## src/rtl/alu_op_issuer_pkg.sv

```systemverilog
// Shared definitions for the ALU operation issuer.
//   - Default widths for operands, function code and the op counter.
//   - ALU function codes and the highest legal code.
//   - Issuer FSM state encoding.
package alu_op_issuer_pkg;

    localparam int DATA_W_DEF = 4;
    localparam int FUNC_W_DEF = 3;
    localparam int CNT_W_DEF  = 8;

    // ALU function codes
    localparam int FN_INC   = 0;
    localparam int FN_ADD   = 1;
    localparam int FN_ADDV  = 2;
    localparam int FN_XOROR = 3;
    localparam int FN_ANY   = 4;
    localparam int FN_CAT   = 5;

    // Codes above this are rejected by the issuer with rsp_err
    localparam int MAX_FUNC_CODE = FN_CAT;

    typedef enum logic [1:0] {
        S_IDLE = 2'd0,
        S_EXEC = 2'd1,
        S_RESP = 2'd2
    } state_t;

endpackage

```

## src/rtl/alu_op_issuer_if.sv

```systemverilog
// Bus bundle between the issuer and its environment.
//   req_*   : operation request handshake (front end -> issuer)
//   alu_*   : registered operands/function to the ALU, combinational result back
//   rsp_*   : result response handshake (issuer -> consumer)
// Modports:
//   slave  : the issuer itself
//   master : everything around it (front end, ALU and response consumer)
interface alu_op_issuer_if
    import alu_op_issuer_pkg::*;
#(
    parameter int DATA_W = DATA_W_DEF,
    parameter int FUNC_W = FUNC_W_DEF
);

    logic                  req_valid;
    logic                  req_ready;
    logic [DATA_W-1:0]     req_a;
    logic [DATA_W-1:0]     req_b;
    logic [FUNC_W-1:0]     req_func;
    logic                  req_use_acc;

    logic [DATA_W-1:0]     alu_a;
    logic [DATA_W-1:0]     alu_b;
    logic [FUNC_W-1:0]     alu_func;
    logic [2*DATA_W-1:0]   alu_result;

    logic                  rsp_valid;
    logic                  rsp_ready;
    logic [2*DATA_W-1:0]   rsp_data;
    logic                  rsp_err;

    modport slave (
        input  req_valid, req_a, req_b, req_func, req_use_acc,
        input  alu_result,
        input  rsp_ready,
        output req_ready,
        output alu_a, alu_b, alu_func,
        output rsp_valid, rsp_data, rsp_err
    );

    modport master (
        output req_valid, req_a, req_b, req_func, req_use_acc,
        output alu_result,
        output rsp_ready,
        input  req_ready,
        input  alu_a, alu_b, alu_func,
        input  rsp_valid, rsp_data, rsp_err
    );

endinterface

```

## src/rtl/alu_op_issuer_sat_counter.sv

```systemverilog
// Saturating up-counter used for the completed-operation display count.
//   clock   : rising-edge clock
//   resetn  : asynchronous active-low clear
//   enable  : advance by one this cycle (holds once all-ones is reached)
//   count   : current value
module alu_op_issuer_sat_counter #(
    parameter int CNT_W = 8
) (
    input  logic             clock,
    input  logic             resetn,
    input  logic             enable,
    output logic [CNT_W-1:0] count
);

    function automatic logic [CNT_W-1:0] sat_inc(input logic [CNT_W-1:0] v);
        return (&v) ? v : v + 1'b1;
    endfunction

    always_ff @(posedge clock or negedge resetn) begin
        if (!resetn) begin
            count <= '0;
        end else if (enable) begin
            count <= sat_inc(count);
        end
    end

endmodule

```

## src/rtl/alu_op_issuer.sv

```systemverilog
// Initiator side of the ALU operand/function interface.
// Takes one request at a time, drives registered A/B/func to the external
// ALU, captures its result after one settle cycle and returns it over a
// response handshake. An accumulator (last good result, low half) can stand
// in for operand A to chain operations; op_count counts handed-off responses.
// Ports:
//   clock     : rising-edge clock
//   resetn    : asynchronous active-low reset, aborts any operation in flight
//   bus       : request / ALU / response signals (slave modport)
//   op_count  : responses handed off, saturating
module alu_op_issuer
    import alu_op_issuer_pkg::*;
#(
    parameter int DATA_W   = DATA_W_DEF,
    parameter int FUNC_W   = FUNC_W_DEF,
    parameter int CNT_W    = CNT_W_DEF,
    parameter int MAX_FUNC = MAX_FUNC_CODE
) (
    input  logic              clock,
    input  logic              resetn,
    alu_op_issuer_if.slave    bus,
    output logic [CNT_W-1:0]  op_count
);

    state_t            state;
    state_t            state_nxt;
    logic [DATA_W-1:0] acc;
    logic              accept;
    logic              handoff;
    logic              func_bad;

    assign accept   = (state == S_IDLE) && bus.req_valid;
    assign handoff  = (state == S_RESP) && bus.rsp_ready;
    assign func_bad = bus.alu_func > FUNC_W'(MAX_FUNC);

    always_ff @(posedge clock or negedge resetn) begin
        if (!resetn) begin
            state <= S_IDLE;
        end else begin
            state <= state_nxt;
        end
    end

    always_comb begin
        state_nxt     = state;
        bus.req_ready = 1'b0;
        bus.rsp_valid = 1'b0;
        case (state)
            S_IDLE: begin
                bus.req_ready = 1'b1;
                if (bus.req_valid) begin
                    state_nxt = S_EXEC;
                end
            end
            // ALU output settles on the freshly registered operands here
            S_EXEC: begin
                state_nxt = S_RESP;
            end
            S_RESP: begin
                bus.rsp_valid = 1'b1;
                if (bus.rsp_ready) begin
                    state_nxt = S_IDLE;
                end
            end
            default: begin
                state_nxt = S_IDLE;
            end
        endcase
    end

    // Operands only change on acceptance so the ALU inputs stay glitch-free
    // and never follow req_* combinationally.
    always_ff @(posedge clock or negedge resetn) begin
        if (!resetn) begin
            bus.alu_a    <= '0;
            bus.alu_b    <= '0;
            bus.alu_func <= '0;
        end else if (accept) begin
            bus.alu_a    <= bus.req_use_acc ? acc : bus.req_a;
            bus.alu_b    <= bus.req_b;
            bus.alu_func <= bus.req_func;
        end
    end

    // Illegal codes return zero data rather than whatever the ALU produces.
    always_ff @(posedge clock or negedge resetn) begin
        if (!resetn) begin
            bus.rsp_data <= '0;
            bus.rsp_err  <= 1'b0;
        end else if (state == S_EXEC) begin
            if (func_bad) begin
                bus.rsp_data <= '0;
                bus.rsp_err  <= 1'b1;
            end else begin
                bus.rsp_data <= bus.alu_result;
                bus.rsp_err  <= 1'b0;
            end
        end
    end

    // Errored responses leave the accumulator untouched so a chain survives
    // a bad function code.
    always_ff @(posedge clock or negedge resetn) begin
        if (!resetn) begin
            acc <= '0;
        end else if (handoff && !bus.rsp_err) begin
            acc <= bus.rsp_data[DATA_W-1:0];
        end
    end

    alu_op_issuer_sat_counter #(
        .CNT_W (CNT_W)
    ) u_op_counter (
        .clock  (clock),
        .resetn (resetn),
        .enable (handoff),
        .count  (op_count)
    );

endmodule

```

## src/flat_wrapper.sv

```systemverilog
// flat-port wrapper written by rule: the top's interface ports become plain ports
module alu_op_issuer_flat import alu_op_issuer_pkg::*;
#(
    parameter int DATA_W   = DATA_W_DEF,
    parameter int FUNC_W   = FUNC_W_DEF,
    parameter int CNT_W    = CNT_W_DEF,
    parameter int MAX_FUNC = MAX_FUNC_CODE
)
  (clock, resetn, op_count, bus_req_valid, bus_req_a, bus_req_b, bus_req_func, bus_req_use_acc, bus_alu_result, bus_rsp_ready, bus_req_ready, bus_alu_a, bus_alu_b, bus_alu_func, bus_rsp_valid, bus_rsp_data, bus_rsp_err);
  alu_op_issuer_if #(.DATA_W(DATA_W), .FUNC_W(FUNC_W)) bus_i ();
  input  logic clock;
  input  logic resetn;
  output logic [CNT_W-1:0] op_count;
  input wire logic [$bits(bus_i.req_valid)-1:0] bus_req_valid;
  input wire logic [$bits(bus_i.req_a)-1:0] bus_req_a;
  input wire logic [$bits(bus_i.req_b)-1:0] bus_req_b;
  input wire logic [$bits(bus_i.req_func)-1:0] bus_req_func;
  input wire logic [$bits(bus_i.req_use_acc)-1:0] bus_req_use_acc;
  input wire logic [$bits(bus_i.alu_result)-1:0] bus_alu_result;
  input wire logic [$bits(bus_i.rsp_ready)-1:0] bus_rsp_ready;
  output wire logic [$bits(bus_i.req_ready)-1:0] bus_req_ready;
  output wire logic [$bits(bus_i.alu_a)-1:0] bus_alu_a;
  output wire logic [$bits(bus_i.alu_b)-1:0] bus_alu_b;
  output wire logic [$bits(bus_i.alu_func)-1:0] bus_alu_func;
  output wire logic [$bits(bus_i.rsp_valid)-1:0] bus_rsp_valid;
  output wire logic [$bits(bus_i.rsp_data)-1:0] bus_rsp_data;
  output wire logic [$bits(bus_i.rsp_err)-1:0] bus_rsp_err;
  assign bus_i.req_valid = bus_req_valid;
  assign bus_i.req_a = bus_req_a;
  assign bus_i.req_b = bus_req_b;
  assign bus_i.req_func = bus_req_func;
  assign bus_i.req_use_acc = bus_req_use_acc;
  assign bus_i.alu_result = bus_alu_result;
  assign bus_i.rsp_ready = bus_rsp_ready;
  assign bus_req_ready = bus_i.req_ready;
  assign bus_alu_a = bus_i.alu_a;
  assign bus_alu_b = bus_i.alu_b;
  assign bus_alu_func = bus_i.alu_func;
  assign bus_rsp_valid = bus_i.rsp_valid;
  assign bus_rsp_data = bus_i.rsp_data;
  assign bus_rsp_err = bus_i.rsp_err;
  alu_op_issuer #(.DATA_W(DATA_W), .FUNC_W(FUNC_W), .CNT_W(CNT_W), .MAX_FUNC(MAX_FUNC)) u_core (.clock(clock), .resetn(resetn), .bus(bus_i), .op_count(op_count));
endmodule
```

## config.mk

```make
export PLATFORM = sky130hd
export DESIGN_NAME = alu_op_issuer_flat
export DESIGN_NICKNAME = d
export VERILOG_FILES = /design/src/rtl/alu_op_issuer_pkg.sv /design/src/rtl/alu_op_issuer_if.sv /design/src/rtl/alu_op_issuer_sat_counter.sv /design/src/rtl/alu_op_issuer.sv /design/src/flat_wrapper.sv
export SDC_FILE = /design/constraint.sdc
export NUM_CORES = 1
export LEC_CHECK = 0
export ABC_AREA = 1
export BUFFER_PORTS_ARGS = -buffer_cell sky130_fd_sc_hd__buf_2
export CELL_PAD_IN_SITES_DETAIL_PLACEMENT = 0
export CELL_PAD_IN_SITES_GLOBAL_PLACEMENT = 2
export CORE_MARGIN = 5
export CORE_UTILIZATION = 27
export DETAILED_ROUTE_END_ITERATION = 7
export PLACE_DENSITY = 0.8
export SKIP_CTS_REPAIR_TIMING = 1
export SYNTH_ARGS = -nofsm -noshare
export SYNTH_HDL_FRONTEND = slang
export SYNTH_SLANG_ARGS = --single-unit
```

## constraint.sdc

```tcl
create_clock -name clock -period 1.7 [get_ports clock]
set_input_delay 0.34 -clock clock [delete_from_list [all_inputs] [get_ports clock]]
set_output_delay 0.34 -clock clock [all_outputs]
set_load 0.01 [all_outputs]
```

After elaboration in Yosys (flattened, before gate mapping)
Index checks and enable logic that the tools add are counted.

Register bits after elaboration: 34. Latch bits: 0. Bits in writable memories: 0. Bits in read-only memories: 0. Bits of input ports: 24. Word-level logic and storage cells: 31. Memories: 0.

Add/subtract/negate cells: 1. Multiply operators: 0. Divide/modulo/power cells: 0. Order comparisons: 1. Equality and inequality tests: 4. Shift operators: 0. Multiplexer cells: 8. Bitwise gates (word level): 1. Reduce and logical (&&, ||, !) cells: 8.

Operator list (count): adder 8 x 1 -> 8 bit, second input constant (1); two-way mux 8 bit (1); AND reduction 8 bit (1); one-hot mux 2 bit (3 select lines) (1); two-way mux 2 bit (2); two-way mux 4 bit (1); != test 2 bit, second input constant (2); AND reduction 2 bit (2); greater-than comparator 3 bit, second input constant (1); logical AND 1 bit (3); two-way mux 1 bit (3); == test 2 x 1 -> 1 bit, second input constant (1); == test 2 bit, second input constant (1); zero test 2 bit (1); zero test 1 bit (1); inverter 1 bit (1).

Longest topological paths before layout
Depth in word-level cells: 3. Gate-level depth with buffers: 8.

By module
Synthesis repeated with hierarchy kept, for this count alone.

Cell total of the unflattened synthesis: 190. Area total of the unflattened synthesis: 1547.7 sq um.

By module, submodules not included: alu_op_issuer (times used 1, cells each 127, area each 1064.8 sq um, seq. area each 650.6 sq um); alu_op_issuer_sat_counter (times used 1, cells each 63, area each 483.0 sq um, seq. area each 200.2 sq um).

Least setup slack after synthesis
OpenSTA, ideal clock, no wires.

Path kind: register -> register. Start point: register u_core.u_op_counter.count[0]. End point: register u_core.u_op_counter.count[4]. Arrival time: 1.166 ns. Data required time: 1.584 ns. Slack: 0.418 ns. Stages on the path, launching flop included: 9. Clock period less this slack: 1.282 ns. Cell sequence: dfrtp_1 -> ha_1 -> nand2_2 -> nor2_2 -> nand2_2 -> nand2_4 -> inv_2 -> nand2_1 -> nand2_1.

Longest elaborated chain between the ends: 3.

RTL lines: from (decl) (RTL line alu_op_issuer_sat_counter.sv:12) `output logic [CNT_W-1:0] count`; from (signal assigned) (RTL line alu_op_issuer_sat_counter.sv:23) `count <= sat_inc(count);`; parallel branches: the longest is 3 deep, another holds adder 8 x 1 -> 8 bit.

Several ways; the timed one is not identified. A chain may end at the register's enable or synchronous reset.

Final worst setup path
Start point: register u_core.u_op_counter.count[0]. End point: register u_core.u_op_counter.count[5].

Same word-level chain as after synthesis.

==> flow_metrics.py <==
metrics = {
    "outcome": {
        "status": "completed",
    },
    "clocking": {
        "cts_buffers": 5,
        "htreeDepth": 2,
        "clock-sinks": 34,
        "tritoncts": "yes",
        "root_buffer": "clkbuf_8",
        "clk_latency_ps": 280,
        "clk_pin_slew_ps": 70,
        "clk_path_buf_depth": 2,
    },
    "synth": {
        "yosys-top-cells-area": "dfrtp_1 (56%), nand2_1 (16%), o21ai_0 (4.9%)",
        "postSynthCellCount": 180,
        "syn_nets": 205,
        "synth_top_area_frac": 0.557,
        "yosys_warnings": 0,
        "yosys.area.top_type": "dfrtp_1",
        "ys_ff_latch": 34,
        "synth_cell_types": 21,
        "syn_area_sq_mm": 0.00153,
        "synth_seq_area_share": 0.557,
        "syn_avg_cell_area_sq_um": 8.48,
    },
    "worst_setup_path": {
        "worstPathArrival_ps": 1560,
        "r2r_cells": 8,
        "worstPathRequired_ps": 1870,
        "r2r-start": "u_core.u_op_counter.count[0]$_DFFE_PN0P_",
        "rrSetupSlack_ps": 310,
        "startpoint_type": "flop",
        "endpoint_kind": "flop",
        "path_max_fanout": 8,
        "reg2reg_to": "u_core.u_op_counter.count[5]$_DFFE_PN0P_",
        "critical_path_class": "reg2reg",
    },
    "sta": {
        "period_needed_ps": 1390,
        "clock.fmax_mhz": 721,
        "finalHoldViolCount": 0,
        "fin_crit_sh": 0.816,
        "final.setup_skew_ps": 3.93,
        "finalSetupTns_ps": 0,
        "slew_viol_final": 0,
        "timing.final.ws_setup_ps": 313,
        "slew-limit-headroom": 0.650,
        "rsz0062_at_grt": "false",
        "setup-violations-final": 0,
        "worst_pin_slew_ps": 526,
    },
    "floorplan": {
        "rows": 27,
        "io-pin-count": 54,
        "start_util": 0.277,
        "dieArea_sq_mm": 0.00726,
        "die_x_um": 85.2,
        "die_h_um": 85.2,
        "core_area_sq_mm": 0.00551,
    },
    "global_routing": {
        "antenna_found_initial": 0,
        "overflow": 0,
        "grt_max_degree": 35,
        "track_usage": 0.104,
        "grt_pass1_wl_um": 6030,
        "grt_pass1_vias": 1275,
    },
    "layout": {
        "final_cell_mix": "nand2_1 (67), buf_2 (53), dfrtp_1 (34), inv_1 (17), o21ai_0 (15)",
        "num-nets-final": 264,
        "drive_gt1_frac": 0.318,
        "diodes": 0,
        "area_growth_syn_to_layout_pct": 27.6,
        "final_common_cell": "nand2_1",
        "fin_util": 0.354,
    },
    "placement": {
        "place_hpwl_um": 2680,
        "dp_slack_ps": 319,
        "place_congestion": 0.733,
        "numPortBuffers": 53,
    },
    "power": {
        "netSwitchingPower_mw": 1.21,
        "seqPwrFrac": 0.442,
        "ir_worst_vdd_v": 0.000475,
        "p_int_mw": 1.86,
        "clockPowerShare": 0.182,
        "combPwrFrac": 0.376,
        "leakagePower_nw": 1.06,
        "powerDensity_mw_per_mm2": 1570,
        "sw_frac_of_total": 0.394,
    },
    "detailed_routing": {
        "via_per_inst": 4.09,
        "drcViolationCount": 0,
        "wl_per_cell_um": 11.6,
        "routed_wl_um": 3600,
        "wl_met3_um": 150,
        "vias": 1273,
        "drt_iter0_drc": 72,
        "routed.top_layer": "met4",
        "first_pass_iters": 4,
        "met1Wirelength_um": 1730,
        "dr_wl_met2_um": 1650,
        "ant_nets": 0,
    },
    "min_path": {
        "hp-class": "in2async",
    },
    "run": {
        "maxCapViolCount": 0,
    },
}
-- synth_stat cells (all sizes together) --
cell type  instances
xnor2              1
buf                3
o21ai             19
inv               19
dfrtp             34
a21oi              2
or2                1
ha                 1
nand2             72
nand3             13
nor2              13
clkinv             1
xor2               1
-- how the worst max path moves through the flow --
stage                                                  start                                       end  slack (ps)  cells after the start
floorplan           u_core.u_op_counter.count[0]$_DFFE_PN0P_  u_core.u_op_counter.count[4]$_DFFE_PN0P_         420                      8
global placement                 u_core.state[1]$_DFFE_PN0P_           u_core.bus.alu_b[0]$_DFFE_PN0P_         320                      5
detailed placement               u_core.state[1]$_DFFE_PN0P_           u_core.bus.alu_b[3]$_DFFE_PN0P_         320                      5
CTS                              u_core.state[1]$_DFFE_PN0P_           u_core.bus.alu_b[1]$_DFFE_PN0P_         310                      5
global route                     u_core.state[1]$_DFFE_PN0P_        u_core.bus.alu_func[1]$_DFFE_PN0P_         170                      5
finish              u_core.u_op_counter.count[0]$_DFFE_PN0P_  u_core.u_op_counter.count[5]$_DFFE_PN0P_         310                      8
-- power by group through the flow --
stage | Combinational [mW] | Clock (mW) | Sequential [mW]
floorplan | 0.603 | 0 | 1.46
global placement | 1.18 | 0 | 1.36
detailed placement | 1.18 | 0 | 1.37
CTS | 1.18 | 0.584 | 1.36
global route | 1.30 | 0.622 | 1.41
finish | 1.15 | 0.559 | 1.35
-- flip-flops by register name, indices dropped and copies added, names as in the netlist --
name,cells
u_core.state,2
u_core.bus.alu_func,3
u_core.u_op_counter.count,8
u_core.bus.alu_a,4
u_core.bus.rsp_data,8
u_core.bus.rsp_err,1
u_core.acc,4
u_core.bus.alu_b,4
-- layout make-up --
cell class / instances / area (sq um)
repair buffers: 55 / 280
clock inverters: 2 / 10.0
multi-input cells: 123 / 573
inverters: 20 / 75.1
well taps: 72 / 90.1
clock buffers: 5 / 68.8
flip-flops and latches: 34 / 851
fillers: 594 / 3560
-- critical path, cell delays in order (launching register included) --
cell and delay, ps:
dfrtp_1 470, ha_1 240, nand2_2 90, nor2_2 100, nand2_2 90, nand2_4 110
inv_2 70, nand2_1 60, nand2_1 50
-- cells by family (layout without fill, tap and decap cells) --
kind of cell	count (synthesis)	count (layout)	synth area share
compound gates	21	21	0.0787
xor+xnor	2	2	0.0115
fa+ha+maj	1	1	0.00820
buf+inv	23	82	0.0672
flops	34	34	0.557
simple gates	99	99	0.277
-- per-layer routing --
metal,GRT usage,up-vias
met5,0,-
met2,0.162,33
met1,0.138,560
met3,0.0184,7
met4,0.0518,0
li1,-,673
-- per-stage QoR --
stage	hold WS, ps	power [mW]	area, sq um	std cells
floorplan	44.4	2.07	1530	180
detailed placement	400	2.55	1870	304
finish	78.1	3.07	1950	311
global route	109	3.34	1950	311
global placement	402	2.54	1870	304
CTS	89.3	3.13	1950	311
Note: power is estimated with default switching activity, not from simulation.
